--- config.mk ---
export PLATFORM = sky130hd
export DESIGN_NAME = kvs_key_extractor_flat
export DESIGN_NICKNAME = d
export VERILOG_FILES = /design/src/rtl/kvs_key_extractor_pkg.sv /design/src/rtl/kvs_key_extractor_if.sv /design/src/rtl/kvs_key_extractor.sv /design/src/flat_wrapper.sv
export SDC_FILE = /design/constraint.sdc
export NUM_CORES = 1
export LEC_CHECK = 0
export CAP_MARGIN = 20
export CELL_PAD_IN_SITES_DETAIL_PLACEMENT = 0
export CELL_PAD_IN_SITES_GLOBAL_PLACEMENT = 1
export CORE_UTILIZATION = 39
export DETAILED_ROUTE_END_ITERATION = 8
export GPL_ROUTABILITY_DRIVEN = 0
export GPL_TIMING_DRIVEN = 0
export PLACE_DENSITY_LB_ADDON = 0.1
export SLEW_MARGIN = 20
export SYNTH_ARGS = -nofsm -noshare
export SYNTH_HDL_FRONTEND = slang
export SYNTH_SLANG_ARGS = --single-unit
export TNS_END_PERCENT = 20
--- constraint.sdc ---
create_clock -name clk -period 2 [get_ports clk]
set_input_delay 0.6 -clock clk [delete_from_list [all_inputs] [get_ports clk]]
set_output_delay 0.6 -clock clk [all_outputs]
set_load 0.005 [all_outputs]
--- src/rtl/kvs_key_extractor_pkg.sv ---
// Shared definitions for the KVS flow-key extractor and the database block that consumes its keys.
// Holds the key layout, flag bit positions and protocol constants.
package kvs_pkg;

  localparam int KEY_SIZE  = 96;
  localparam int FLAG_SIZE = 4;

  localparam int FLAG_TCP    = 0;
  localparam int FLAG_UDP    = 1;
  localparam int FLAG_SYN    = 2;
  localparam int FLAG_FINRST = 3;

  localparam logic [15:0] ETHERTYPE_IPV4 = 16'h0800;
  localparam logic [7:0]  IP_PROTO_TCP   = 8'd6;
  localparam logic [7:0]  IP_PROTO_UDP   = 8'd17;
  localparam logic [7:0]  IPV4_VER_IHL5  = 8'h45;

  // Beat index (64-bit beats) carrying the TCP flags byte; last header beat.
  localparam logic [2:0] LAST_HDR_BEAT = 3'd5;

  typedef struct packed {
    logic [31:0] src_ip;
    logic [31:0] dst_ip;
    logic [15:0] sport;
    logic [15:0] dport;
  } kvs_key_t;

  typedef enum logic {
    ST_HDR  = 1'b0,
    ST_SKIP = 1'b1
  } kvs_state_e;

  function automatic logic [7:0] beat_byte(input logic [63:0] data, input logic [2:0] idx);
    return data[{idx, 3'b000} +: 8];
  endfunction

endpackage

--- src/rtl/kvs_key_extractor_if.sv ---
// AXI-Stream tap carrying MAC receive frames into the key extractor.
// The extractor only observes the stream, so there is no tready.
interface kvs_key_extractor_if #(
  parameter int C_DATA_WIDTH = 64
);
  logic [C_DATA_WIDTH-1:0]   tdata;
  logic [C_DATA_WIDTH/8-1:0] tkeep;
  logic                      tvalid;
  logic                      tlast;
  logic                      tuser;

  modport master (output tdata, tkeep, tvalid, tlast, tuser);
  modport slave  (input  tdata, tkeep, tvalid, tlast, tuser);
endinterface

--- src/rtl/kvs_key_extractor.sv ---
// Parses Ethernet/IPv4/TCP|UDP headers off the receive stream and emits one 96-bit
// flow key plus protocol flags per qualifying frame, with frame statistics.
//
// state | meaning
// HDR   | header beats 0..5: capture key fields, clear qualify on any failed check
// SKIP  | header done, waiting for tlast of the current frame
module kvs_key_extractor
  import kvs_pkg::*;
#(
  parameter int KEY_SIZE     = 96,
  parameter int FLAG_SIZE    = 4,
  parameter int C_DATA_WIDTH = 64,
  parameter int STAT_WIDTH   = 32
) (
  input  logic                   clk,
  input  logic                   rst,
  kvs_key_extractor_if.slave     s_axis,
  output logic [KEY_SIZE-1:0]    key_data,
  output logic [FLAG_SIZE-1:0]   key_flag,
  output logic                   key_valid,
  output logic [STAT_WIDTH-1:0]  stat_frames,
  output logic [STAT_WIDTH-1:0]  stat_keys,
  output logic [STAT_WIDTH-1:0]  stat_skipped
);

  localparam logic [STAT_WIDTH-1:0] STAT_ONE = {{(STAT_WIDTH-1){1'b0}}, 1'b1};

  kvs_state_e     state_q, state_d;
  logic [2:0]     beat_q, beat_d;
  logic           qual_q, qual_d;
  logic           is_tcp_q, is_tcp_d;
  kvs_key_t       key_acc_q, key_acc_d;

  logic           emit;
  logic           frame_end;
  logic           skip_inc;
  logic [3:0]     flag_nxt;

  logic [63:0]    d;
  logic           beat;
  logic [15:0]    word_45;
  logic [7:0]     byte_6;
  logic [7:0]     byte_7;
  logic           unused_inputs;

  assign d       = s_axis.tdata;
  assign beat    = s_axis.tvalid;
  assign word_45 = {beat_byte(d, 3'd4), beat_byte(d, 3'd5)};
  assign byte_6  = beat_byte(d, 3'd6);
  assign byte_7  = beat_byte(d, 3'd7);

  // tkeep and tuser do not influence key extraction; FCS filtering happens downstream.
  assign unused_inputs = ^{s_axis.tkeep, s_axis.tuser, d};

  always_ff @(posedge clk or negedge rst) begin
    if (!rst) begin
      state_q <= ST_HDR;
      beat_q  <= 3'd0;
    end else begin
      state_q <= state_d;
      beat_q  <= beat_d;
    end
  end

  always_comb begin
    state_d = state_q;
    beat_d  = beat_q;
    case (state_q)
      ST_HDR: begin
        if (beat) begin
          if (s_axis.tlast) begin
            state_d = ST_HDR;
            beat_d  = 3'd0;
          end else if (beat_q == LAST_HDR_BEAT) begin
            state_d = ST_SKIP;
            beat_d  = 3'd0;
          end else begin
            beat_d = beat_q + 3'd1;
          end
        end
      end
      ST_SKIP: begin
        if (beat && s_axis.tlast) begin
          state_d = ST_HDR;
          beat_d  = 3'd0;
        end
      end
      default: begin
        state_d = ST_HDR;
        beat_d  = 3'd0;
      end
    endcase
  end

  always_comb begin
    emit      = 1'b0;
    skip_inc  = 1'b0;
    frame_end = beat && s_axis.tlast;
    if (beat) begin
      case (state_q)
        ST_HDR: begin
          if (beat_q == LAST_HDR_BEAT) begin
            emit     = qual_q;
            skip_inc = s_axis.tlast && !qual_q;
          end else begin
            skip_inc = s_axis.tlast;
          end
        end
        ST_SKIP: skip_inc = s_axis.tlast && !qual_q;
        default: skip_inc = 1'b0;
      endcase
    end
    flag_nxt              = 4'b0000;
    flag_nxt[FLAG_TCP]    = is_tcp_q;
    flag_nxt[FLAG_UDP]    = !is_tcp_q;
    flag_nxt[FLAG_SYN]    = is_tcp_q && byte_7[1] && !byte_7[4];
    flag_nxt[FLAG_FINRST] = is_tcp_q && (byte_7[0] || byte_7[2]);
  end

  // Field capture; qualify is only consulted at beat 5 so checks can fail on any earlier beat.
  always_comb begin
    qual_d    = qual_q;
    is_tcp_d  = is_tcp_q;
    key_acc_d = key_acc_q;
    if (state_q == ST_HDR && beat) begin
      case (beat_q)
        3'd0: qual_d = 1'b1;
        3'd1: begin
          if (word_45 != ETHERTYPE_IPV4 || byte_6 != IPV4_VER_IHL5) qual_d = 1'b0;
        end
        3'd2: begin
          is_tcp_d = (byte_7 == IP_PROTO_TCP);
          if (word_45[13:0] != 14'd0) qual_d = 1'b0;
          if (byte_7 != IP_PROTO_TCP && byte_7 != IP_PROTO_UDP) qual_d = 1'b0;
        end
        3'd3: begin
          key_acc_d.src_ip         = {beat_byte(d, 3'd2), beat_byte(d, 3'd3), word_45};
          key_acc_d.dst_ip[31:16]  = {byte_6, byte_7};
        end
        3'd4: begin
          key_acc_d.dst_ip[15:0] = {beat_byte(d, 3'd0), beat_byte(d, 3'd1)};
          key_acc_d.sport        = {beat_byte(d, 3'd2), beat_byte(d, 3'd3)};
          key_acc_d.dport        = word_45;
        end
        default: ;
      endcase
    end
  end

  always_ff @(posedge clk or negedge rst) begin
    if (!rst) begin
      qual_q    <= 1'b0;
      is_tcp_q  <= 1'b0;
      key_acc_q <= '0;
    end else begin
      qual_q    <= qual_d;
      is_tcp_q  <= is_tcp_d;
      key_acc_q <= key_acc_d;
    end
  end

  always_ff @(posedge clk or negedge rst) begin
    if (!rst) begin
      key_data     <= '0;
      key_flag     <= '0;
      key_valid    <= 1'b0;
      stat_frames  <= '0;
      stat_keys    <= '0;
      stat_skipped <= '0;
    end else begin
      key_valid <= emit;
      if (emit) begin
        key_data  <= key_acc_q;
        key_flag  <= flag_nxt;
        stat_keys <= stat_keys + STAT_ONE;
      end
      if (frame_end) stat_frames  <= stat_frames + STAT_ONE;
      if (skip_inc)  stat_skipped <= stat_skipped + STAT_ONE;
    end
  end

endmodule

--- src/flat_wrapper.sv ---
// flat-port wrapper written by rule: the top's interface ports become plain ports
module kvs_key_extractor_flat import kvs_pkg::*;
#(
  parameter int KEY_SIZE     = 96,
  parameter int FLAG_SIZE    = 4,
  parameter int C_DATA_WIDTH = 64,
  parameter int STAT_WIDTH   = 32
)
  (clk, rst, key_data, key_flag, key_valid, stat_frames, stat_keys, stat_skipped, s_axis_tdata, s_axis_tkeep, s_axis_tvalid, s_axis_tlast, s_axis_tuser);
  kvs_key_extractor_if #(.C_DATA_WIDTH(C_DATA_WIDTH)) s_axis_i ();
  input  logic clk;
  input  logic rst;
  output logic [KEY_SIZE-1:0] key_data;
  output logic [FLAG_SIZE-1:0] key_flag;
  output logic key_valid;
  output logic [STAT_WIDTH-1:0] stat_frames;
  output logic [STAT_WIDTH-1:0] stat_keys;
  output logic [STAT_WIDTH-1:0] stat_skipped;
  input wire logic [$bits(s_axis_i.tdata)-1:0] s_axis_tdata;
  input wire logic [$bits(s_axis_i.tkeep)-1:0] s_axis_tkeep;
  input wire logic [$bits(s_axis_i.tvalid)-1:0] s_axis_tvalid;
  input wire logic [$bits(s_axis_i.tlast)-1:0] s_axis_tlast;
  input wire logic [$bits(s_axis_i.tuser)-1:0] s_axis_tuser;
  assign s_axis_i.tdata = s_axis_tdata;
  assign s_axis_i.tkeep = s_axis_tkeep;
  assign s_axis_i.tvalid = s_axis_tvalid;
  assign s_axis_i.tlast = s_axis_tlast;
  assign s_axis_i.tuser = s_axis_tuser;
  kvs_key_extractor #(.KEY_SIZE(KEY_SIZE), .FLAG_SIZE(FLAG_SIZE), .C_DATA_WIDTH(C_DATA_WIDTH), .STAT_WIDTH(STAT_WIDTH)) u_core (.clk(clk), .rst(rst), .s_axis(s_axis_i), .key_data(key_data), .key_flag(key_flag), .key_valid(key_valid), .stat_frames(stat_frames), .stat_keys(stat_keys), .stat_skipped(stat_skipped));
endmodule
[Word level (Yosys, flattened, before mapping)]
Index checks and enable logic that the tools add are counted.
Operators by class
  multiplexer cells: 20
  add/subtract/negate cells: 4
  bitwise gates (word level): 1
  eq/ne operators: 14
  reduce and logical (&&, ||, !) cells: 20
Operator list (count)
  32-bit by 1-bit adder with 32-bit output, second input constant: 3
  16-bit by 12-bit inequality test with 1-bit output, second input constant: 1
  14-bit nonzero test: 1
  1-bit 2-to-1 mux: 12
  3-bit 2-to-1 mux: 4
  8-bit by 3-bit equality test with 1-bit output, second input constant: 1
  8-bit by 3-bit inequality test with 1-bit output, second input constant: 1
  8-bit by 5-bit inequality test with 1-bit output, second input constant: 1
  8-bit by 7-bit inequality test with 1-bit output, second input constant: 1
  2-bit AND reduction: 4
  1-bit logical AND: 7
  3-bit by 2-bit equality test with 1-bit output, second input constant: 2
  3-bit equality test, second input constant: 2
  3-bit case mux with 2 select lines: 1
  2-bit inequality test, second input constant: 2
  1-bit case mux with 2 select lines: 2
  4-bit AND reduction: 1
  3-bit by 1-bit adder with 3-bit output, second input constant: 1
  3-bit by 1-bit equality test with 1-bit output, second input constant: 1
  1-bit zero test: 3
  3-bit zero test: 1
  3-bit by 1-bit inequality test with 1-bit output, second input constant: 1
  1-bit case mux with 3 select lines: 1
  3-bit nonzero test: 1
  other kinds (3): 4
Storage, ports and cells
  logic and storage cells: 74
  output and inout bits: 197
  bits of input ports: 77
  register bits after elaboration: 299

[Longest topological paths before layout]
Gate-level depths: netlist of run 1.
  depth after elaboration: 5
  depth in mapped cells: 8
  mapped depth without buffers: 6

[Least setup slack after synthesis of run 1]
No wires, ideal clock.
  path type: input to register
  from: in s_axis_tvalid
  to: reg u_core.stat_skipped[23]
  slack: -37 ps
  arrival: 1913 ps
  stages on the path: 6
  data required time: 1876 ps
  path through: clkbuf_2 nand2_1 a2111oi_4 and4_1 nand4_1 xnor2_1
On the way
  longest elaborated chain between the ends: 1
Ends and longest elaborated chain
  from (decl): RTL line flat_wrapper.sv:21  | input wire logic [$bits(s_axis_i.tvalid)-1:0] s_axis_tvalid;
  1-bit 2-to-1 mux: RTL line kvs_key_extractor.sv:99  | if (beat) begin
  to (signal assigned): RTL line kvs_key_extractor.sv:178  | if (skip_inc) stat_skipped <= stat_skipped + STAT_ONE;
  to (decl): RTL line kvs_key_extractor.sv:23  | output logic [STAT_WIDTH-1:0] stat_skipped
No other way between the ends.
A chain may end at the register's enable or synchronous reset.

[Worst setup path in the final report of run 1]
  from: reg u_core.key_data[32]
  to: out key_data[32]
RTL lines
  from (decl): RTL line kvs_key_extractor.sv:18  | output logic [KEY_SIZE-1:0] key_data,
  from (signal assigned): RTL line kvs_key_extractor.sv:173  | key_data <= key_acc_q;
  to (decl): RTL line flat_wrapper.sv:13  | output logic [KEY_SIZE-1:0] key_data;
No word-level cell between the ends.

==> impl_summary.txt, run 1 <==
----------------------------------------------------
[Power]
  Power per unit of standard cell area ... 1070 mW/mm^2
  Clock network fraction of design power ... 35.7%
  Leak pwr ... 9.05 nW
  Worst voltage drop across the vdd grid ... 691 uV
  Cell Int Power ... 13.1 mW
  Combinational cell fraction of total power ... 16.7%
  Total net switching power ... 4.48 mW
  Sequential power share ... 47.6%
  Fraction of power spent switching nets ... 25.5%

[Logic synthesis]
  Library cells used by synthesis ... 43
  Syn Inst Count ... 1,056
  Async set or reset register ratio after synthesis ... 100%
  Post-synth net total ... 1,137
  Most frequently used flop master after synthesis ... sky130_fd_sc_hd__dfrtp_1
  Seq cells post-synth ... 299
  Library cell with the largest summed area after synthesis ... sky130_fd_sc_hd__dfrtp_1
  Top cell types by occurrence after synthesis ... sky130_fd_sc_hd__nand2_1, sky130_fd_sc_hd__dfrtp_1, sky130_fd_sc_hd__mux2_2
  Largest cells by area after synthesis ... sky130_fd_sc_hd__dfrtp_1, sky130_fd_sc_hd__nand2_1, sky130_fd_sc_hd__mux2_2
  Number of flops mapped to enable cells by yosys ... 0
  Yosys synthesis warning count ... 0
  Most frequently used cell type in the post-synthesis netlist ... sky130_fd_sc_hd__nand2_1
  Synth top area share ... 62.5%
  Combined area of all synthesized cells ... 0.0120 sq mm
  Register area share after synthesis ... 62.5%
  Avg Cell Area, Syn ... 11.3 sq um

[CTS]
  Register clock-pin slew on the reported worst setup and hold paths ... 0.06 ns
  Number of CTS-inserted buffers ... 35
  Latest clock arrival within the worst-skew pair ... 0.52 ns
  Deepest clock path buffer count ... 3
  TritonCTS clock tree ... built
  Clock tree root buffer cell ... sky130_fd_sc_hd__clkbuf_16
  Num Clock Sinks ... 299
  H-tree lvl count ... 2

[STA]
  Worst slew margin relative to its limit ... 55.3%
  Final number of setup-violating endpoints ... 0
  Share of the clock period used by the worst path ... 98.1%
  RSZ-0062 raised after global routing ... yes
  Worst setup skew after layout ... 0.0159 ns
  Final hold slack ... 0.0830 ns
  Max frequency ... 0.509 GHz
  Actual slew at the worst max-slew pin ... 0.666 ns
  Total count of max-transition violations in the final report ... 0
  Final hold violation count ... 0
  Time the worst path needs with I/O delays and setup ... 1.96 ns

[Final layout]
  Diodes inserted ... 0
  Net count of the finished layout ... 1,447
  Area Growth Syn to Fin ... 37.1%
  Final standard cell count with taps included and fillers excluded ... 1,778
  Fraction of layout cells with a size suffix above 1 ... 15.9%

[Drt]
  Remaining DRCs ... 0
  Post-detailed-route wirelength per cell ... 16.5 microns
  Number of vias after detailed routing ... 8,565
  Per-cell via count in the routed design ... 4.82
  Number of detailed-routing iterations run before antenna repair ... 4
  Violation count after the first detailed-routing iteration ... 398
  Number of nets with antenna violations after detailed routing ... 0
  DRT Wirelength ... 29,400 microns

[Worst setup path]
  R2R Path End ... u_core.stat_skipped[23]
  Cell family contributing the most delay on the critical path ... buffers and inverters
  Delay of the slowest critical-path stage ... 0.52 ns
  Depth of the worst register-to-register path ... 6
  Critical Path Sink ... key_data[32]
  Arr. time, crit path ... 1.36 ns
  Register-to-register setup slack ... 0.09 ns
  Worst path cell trace ... clkdlybuf4s50_1
  Count of buffering cells on the critical path with inverters included ... 1
  Slowest cell on crit path ... sky130_fd_sc_hd__clkdlybuf4s50_1
  Worst flop-to-flop path startpoint ... u_core.beat_q[2]
  CP Capture Type ... output pin
  Startpoint of the most critical setup path ... u_core.key_data[32]
  Crit path depth ... 1
  Required time of the critical path ... 1.40 ns
  Worst-path fanout max ... 2
  Startpoint type of the worst setup path ... flop
  Path type of the worst setup path ... flop to output pin

[Global routing]
  Pin count of the biggest net entering global routing ... 96
  Vias in the first global route ... 8,593
  Grt ovf ... 0
  Overall track demand over capacity in global routing ... 19.3%
  Number of antenna violations at the first check in global routing ... 1
  First-pass GRT wire length ... 47,300 microns

[Die]
  Die extent in y ... 177 microns
  Total I/O pin count ... 274
  Floorplan row count ... 63
  CORE AREA ... 0.0300 sq mm
  Die Footprint ... 0.0314 sq mm
  Effective utilization at floorplan ... 40.0%
  Width of the die ... 177 microns

[Place]
  IO Port Bufs ... 263
  Estimated wirelength of the detail-placed design ... 20,600 microns
  Placed cell count ... 1,712

[Status]
  Run status ... finished, final reports clean

[Worst hold path]
  Type of the tightest min-delay check ... input pin to asynchronous set/reset pin

[Flow run]
  Max-cap viol count ... 0

----------------------------------------------------
## flip-flops by register name, indices dropped and copies added, names as in the netlist
signal / flops
u_core.key_acc_q: 96
u_core.key_data: 96
u_core.stat_frames: 32
u_core.stat_keys: 32
u_core.stat_skipped: 32
u_core.key_flag: 4
u_core.beat_q: 3
u_core.is_tcp_q: 1
u_core.key_valid: 1
u_core.qual_q: 1
u_core.state_q: 1
## layer usage
metal  GRT usage [%]  up-vias  share of wire [%]
li1                -     4119                  -
met1            25.9     4207                 45
met2            30.6      204                 47
met3            5.28       35                6.8
met4            4.99        0                1.4
met5               0        -                  0
## area by class of cell
cell class | count | area (sq um)
plain buffers | 34 | 214
clock buffers | 49 | 978
clock inverters | 10 | 140
fillers | 2708 | 13500
inverters | 14 | 52.6
multi-input cells | 709 | 4380
flip-flops and latches | 299 | 7500
well taps | 390 | 488
repair buffers | 273 | 2670
## through the flow
stage / TNS (ns) / utilization (%) / power (mW) / instance area (sq um) / setup slack (ns)
6_report: 0 / 54.8 / 17.5 / 16400 / 0.0373
5_1_grt: -0.0218 / 54.8 / 18.5 / 16400 / -0.0109
4_1_cts: -0.0377 / 54.2 / 17.8 / 16200 / -0.0307
3_5_place_dp: -165.85 / 50.7 / 11.7 / 15200 / -1.14
3_3_place_gp: -4103.36 / 50.4 / 11.6 / 15100 / -13.24
2_1_floorplan: 0 / - / 9.78 / 12000 / 0.0311
## worst min-delay path by stage
stage | startpoint | endpoint | slack [ns] | cells past startpoint
3_3_place_gp | u_core.key_acc_q[42] | u_core.key_data[42] | 0.44 | 2
6_report | rst | u_core.stat_keys[31] | 0.08 | 1
2_1_floorplan | rst | u_core.beat_q[0] | 0.30 | 0
5_1_grt | rst | u_core.stat_keys[27] | 0.12 | 1
4_1_cts | rst | u_core.is_tcp_q | 0.1 | 1
3_5_place_dp | u_core.key_acc_q[42] | u_core.key_data[42] | 0.45 | 2
## what timing repair did
item	in CTS	in global routing
hold buffers	0	0
setup endpoints to repair	394	180
gates resized for setup	197	66
buffers inserted	1	6
pin swaps	2	4
## cells by family (layout without fill, tap and decap cells)
| family | after synthesis | count (layout) | synth area share [%] |
|---|---|---|---|
| adder cells (fa/ha/maj) | 4 | 4 | 0.418 |
| multiplexers | 98 | 98 | 9.22 |
| AO/OA/AOI/OAI | 18 | 18 | 1.17 |
| AND/OR/NAND/NOR | 496 | 496 | 18.3 |
| XOR/XNOR | 93 | 93 | 6.80 |
| flip-flops | 299 | 299 | 62.5 |
| buffers and inverters | 48 | 380 | 1.63 |
## power by group through the flow
stage	logic (mW)	registers, mW	clock network (mW)
detailed placement	3.21	8.49	0
global placement	3.12	8.48	0
CTS	2.98	8.40	6.44
floorplan	1.46	8.33	0
finish	2.93	8.36	6.27
global route	3.26	8.57	6.67
## placed cells by master, fill, tap and decap left out, types with 4 or more instances in the layout
cell type and instances:
sky130_fd_sc_hd__nand2_1 335, sky130_fd_sc_hd__dfrtp_1 285, sky130_fd_sc_hd__dlygate4sd2_1 153, sky130_fd_sc_hd__mux2_2 98
sky130_fd_sc_hd__clkdlybuf4s50_1 75, sky130_fd_sc_hd__xnor2_1 61, sky130_fd_sc_hd__clkbuf_16 35, sky130_fd_sc_hd__nand3_1 34
sky130_fd_sc_hd__dlymetal6s2s_1 34, sky130_fd_sc_hd__xor2_1 32, sky130_fd_sc_hd__nor2_1 31, sky130_fd_sc_hd__nand4_1 28
sky130_fd_sc_hd__dfrtp_2 14, sky130_fd_sc_hd__inv_1 13, sky130_fd_sc_hd__clkbuf_1 13, sky130_fd_sc_hd__buf_4 12
sky130_fd_sc_hd__nor3_1 12, sky130_fd_sc_hd__and3_1 12, sky130_fd_sc_hd__clkbuf_2 9, sky130_fd_sc_hd__o21ai_0 7
sky130_fd_sc_hd__and4_1 7, sky130_fd_sc_hd__clkbuf_4 7, sky130_fd_sc_hd__and2_1 6, sky130_fd_sc_hd__buf_2 6
sky130_fd_sc_hd__clkbuf_8 5, sky130_fd_sc_hd__ha_1 4, sky130_fd_sc_hd__inv_6 4
(Power assumes the default switching activity.)
==> inputs of run 2 (changes only) <==
--- a/config.mk
+++ b/config.mk
@@ -8,6 +8,7 @@
 export CAP_MARGIN = 20
 export CELL_PAD_IN_SITES_DETAIL_PLACEMENT = 0
 export CELL_PAD_IN_SITES_GLOBAL_PLACEMENT = 1
+export CORE_MARGIN = 4
 export CORE_UTILIZATION = 39
 export DETAILED_ROUTE_END_ITERATION = 8
 export GPL_ROUTABILITY_DRIVEN = 0
==> run 2 against run 1 <==
Worst setup slack worse by 0.0027 ns. Via count up 0.19%. Critical path depth up 5. Clock skew about the same. Critical path type is now flop to flop. Critical endpoint is now u_core.stat_skipped[10]. Largest cell class unchanged.
==> impl_summary.txt, run 2 (synthesis results as in run 1) <==
----------------------------------------------------
[Final layout]
  Fraction of layout cells with a size suffix above 1 ... 16.0% (+0.11 points)
  Final design area excluding fillers ... 0.0165 sq mm (+0.41%)
  Most frequent cells in the layout ... sky130_fd_sc_hd__nand2_1, sky130_fd_sc_hd__dfrtp_1, sky130_fd_sc_hd__dlygate4sd2_1
  Diodes inserted ... 0 (unchanged)
  Most common cell after layout, fill and taps aside ... sky130_fd_sc_hd__nand2_1
  Area Growth Syn to Fin ... 37.7%
  Registers with the most flip-flops ... u_core.key_acc_q (96), u_core.key_data (96)
  Net count of the finished layout ... 1,445 (-0.14%)

[Worst hold path]
  Type of the tightest min-delay check ... input pin to asynchronous set/reset pin

[STA]
  Worst setup skew after layout ... 0.0157 ns (-0.000256 ns)
  RSZ-0062 raised after global routing ... yes
  Setup ws final ... 0.0346 ns (-0.00270 ns)
  Final hold violation count ... 0 (unchanged)
  Time the worst path needs with I/O delays and setup ... 1.97 ns (+0.00270 ns)
  Actual slew at the worst max-slew pin ... 0.724 ns (+0.0584 ns)
  Final number of setup-violating endpoints ... 0 (unchanged)
  Total count of max-transition violations in the final report ... 0 (unchanged)
  Max frequency ... 0.509 GHz (-0.14%)
  Share of the clock period used by the worst path ... 98.3% (+0.13 points)
  Worst slew margin relative to its limit ... 51.4% (-3.9 points)

[Die]
  Total I/O pin count ... 274 (unchanged)
  Floorplan row count ... 63 (unchanged)
  Width of the die ... 183 microns (+3.4%)
  Die extent in y ... 183 microns (+3.4%)
  CORE AREA ... 0.0300 sq mm (unchanged)
  Die Footprint ... 0.0336 sq mm (+6.9%)
  Effective utilization at floorplan ... 40.0% (unchanged)

[Worst setup path]
  Depth of the worst register-to-register path ... 6 (unchanged)
  Register-to-register setup slack ... 0.03 ns (-0.06 ns)
  Worst-path fanout max ... 7 (+5)
  CP Capture Type ... flop
  Required time of the critical path ... 2.44 ns (+1.04 ns)
  Path type of the worst setup path ... flop to flop
  Arr. time, crit path ... 2.40 ns (+1.04 ns)
  Worst flop-to-flop path startpoint ... u_core.beat_q[2]
  Startpoint type of the worst setup path ... flop
  R2R Path End ... u_core.stat_skipped[10]

[Drt]
  DRT Wirelength ... 30,200 microns (+2.8%)
  Number of nets with antenna violations after detailed routing ... 0 (unchanged)
  Number of vias after detailed routing ... 8,581 (+0.19%)
  Per-cell via count in the routed design ... 4.82 (about the same)
  Number of detailed-routing iterations run before antenna repair ... 4 (unchanged)
  Violation count after the first detailed-routing iteration ... 358 (-10%)
  Remaining DRCs ... 0 (unchanged)
  Post-detailed-route wirelength per cell ... 17.0 microns (+2.6%)

[Global routing]
  Pin count of the biggest net entering global routing ... 92 (-4.2%)
  M3 GR Usage ... 4.92% (-0.36 points)
  Grt ovf ... 0 (unchanged)
  Vias in the first global route ... 8,820 (+2.6%)
  Number of antenna violations at the first check in global routing ... 3 (+2)
  Overall track demand over capacity in global routing ... 17.8% (-1.4 points)
  Met2 track demand over resource in global routing ... 29.0% (-1.6 points)
  Met1 routing resource usage after global routing ... 24.0% (-1.9 points)
  Busiest layer in global routing ... met2
  First-pass GRT wire length ... 48,400 microns (+2.3%)

[CTS]
  TritonCTS clock tree ... built
  Clock tree root buffer cell ... sky130_fd_sc_hd__clkbuf_16
  Latest clock arrival within the worst-skew pair ... 0.51 ns (about the same)
  Num Clock Sinks ... 299 (unchanged)
  Register clock-pin slew on the reported worst setup and hold paths ... 0.06 ns (about the same)
  Deepest clock path buffer count ... 3 (unchanged)
  Number of buffers inserted by hold repair at cts ... 0 (unchanged)
  H-tree lvl count ... 2 (unchanged)
  Number of CTS-inserted buffers ... 36 (+2.9%)

[Place]
  Area of placed instances ... 0.0152 sq mm (unchanged)
  Worst slack at placement ... -1.11 ns (+0.0267 ns)
  Estimated wirelength of the detail-placed design ... 21,400 microns (+3.8%)
  IO Port Bufs ... 263 (unchanged)

[Power]
  Worst voltage drop across the vdd grid ... 677 uV (-2.0%)
  Leak pwr ... 9.10 nW (+0.54%)
  Power per unit of standard cell area ... 1080 mW/mm^2 (+1.1%)
  Overall power ... 17.8 mW (+1.5%)

[Status]
  Run status ... finished, final reports clean

[Flow run]
  Max-cap viol count ... 0 (unchanged)

----------------------------------------------------
==> run 2: cell count changes in the layout (fill, tap and decap cells not counted), sizes merged <==
cell,before,now
clkinv,3,8
clkbuf,69,74
dlymetal6s2s,34,35
clkdlybuf4s50,75,77
dlygate4sd2,153,150
inv,18,17
buf,25,20
bufinv,3,2
==> run 2: power breakdown <==
group          switching, mW  total (mW)  internal (mW)  leakage (nW)
clock                   2.53        6.50           3.97         0.596
combinational           1.19        2.95           1.76          4.55
sequential             0.851        8.37           7.52          3.95
==> run 2: worst max-delay path, cell delays in order (launching register included) <==
cell and delay, ns:
sky130_fd_sc_hd__dfrtp_1 0.46, sky130_fd_sc_hd__and4b_1 0.30, sky130_fd_sc_hd__a2111oi_4 0.34, sky130_fd_sc_hd__buf_6 0.18, sky130_fd_sc_hd__nand4_1 0.20, sky130_fd_sc_hd__nor3_1 0.25, sky130_fd_sc_hd__xor2_1 0.16
==> run 2: layout make-up <==
cell class                 instances  area (sq um)
clock inverter                    13           129
timing repair buffer             270          2650
clock buffer                      52          1060
multi-input combinational        709          4410
fill                            2694         13500
inverter                          14          52.6
buffer                            34           199
sequential                       299          7490
tap                              390           488
==> run 2: worst max-delay path by stage <==
stage	to	slack (ns)	depth (start not counted)	startpoint
final	u_core.stat_skipped[10]	0.03	6	u_core.beat_q[2]
after floorplan	u_core.key_data[38]	0.03	8	s_axis_tvalid
after global placement	u_core.key_data[46]	-13.23	1	rst
after CTS	stat_frames[20]	-0.08	1	u_core.stat_frames[20]
after detailed placement	u_core.key_data[39]	-1.11	8	s_axis_tvalid
after global routing	u_core.stat_skipped[11]	-0.08	6	u_core.beat_q[2]
==> run 2: per-layer routing <==
| metal | part of all wire, % | vias up |
|---|---|---|
| met5 | 0.050 | - |
| met4 | 1.7 | 4 |
| met3 | 7.2 | 45 |
| met2 | 47 | 205 |
| met1 | 44 | 4199 |
| li1 | - | 4128 |
==> run 2: metrics by stage <==
step	hold slack [ns]	TNS (ns)	std cells	util, %
after floorplan	0.304	0	1056	-
after global placement	0.440	-4107.39	1709	50.4
after detailed placement	0.444	-162.27	1712	50.7
after CTS	0.0718	-0.858	1778	54.4
after global routing	0.0871	-0.529	1781	55.0
final	0.0433	0	1781	55.0
==> run 2: what timing repair did <==
item | in CTS | in global routing
buffers inserted | 1 | 3
gates resized for setup | 189 | 60
endpoints found under the setup margin | 391 | 201
pin swaps | 2 | 4
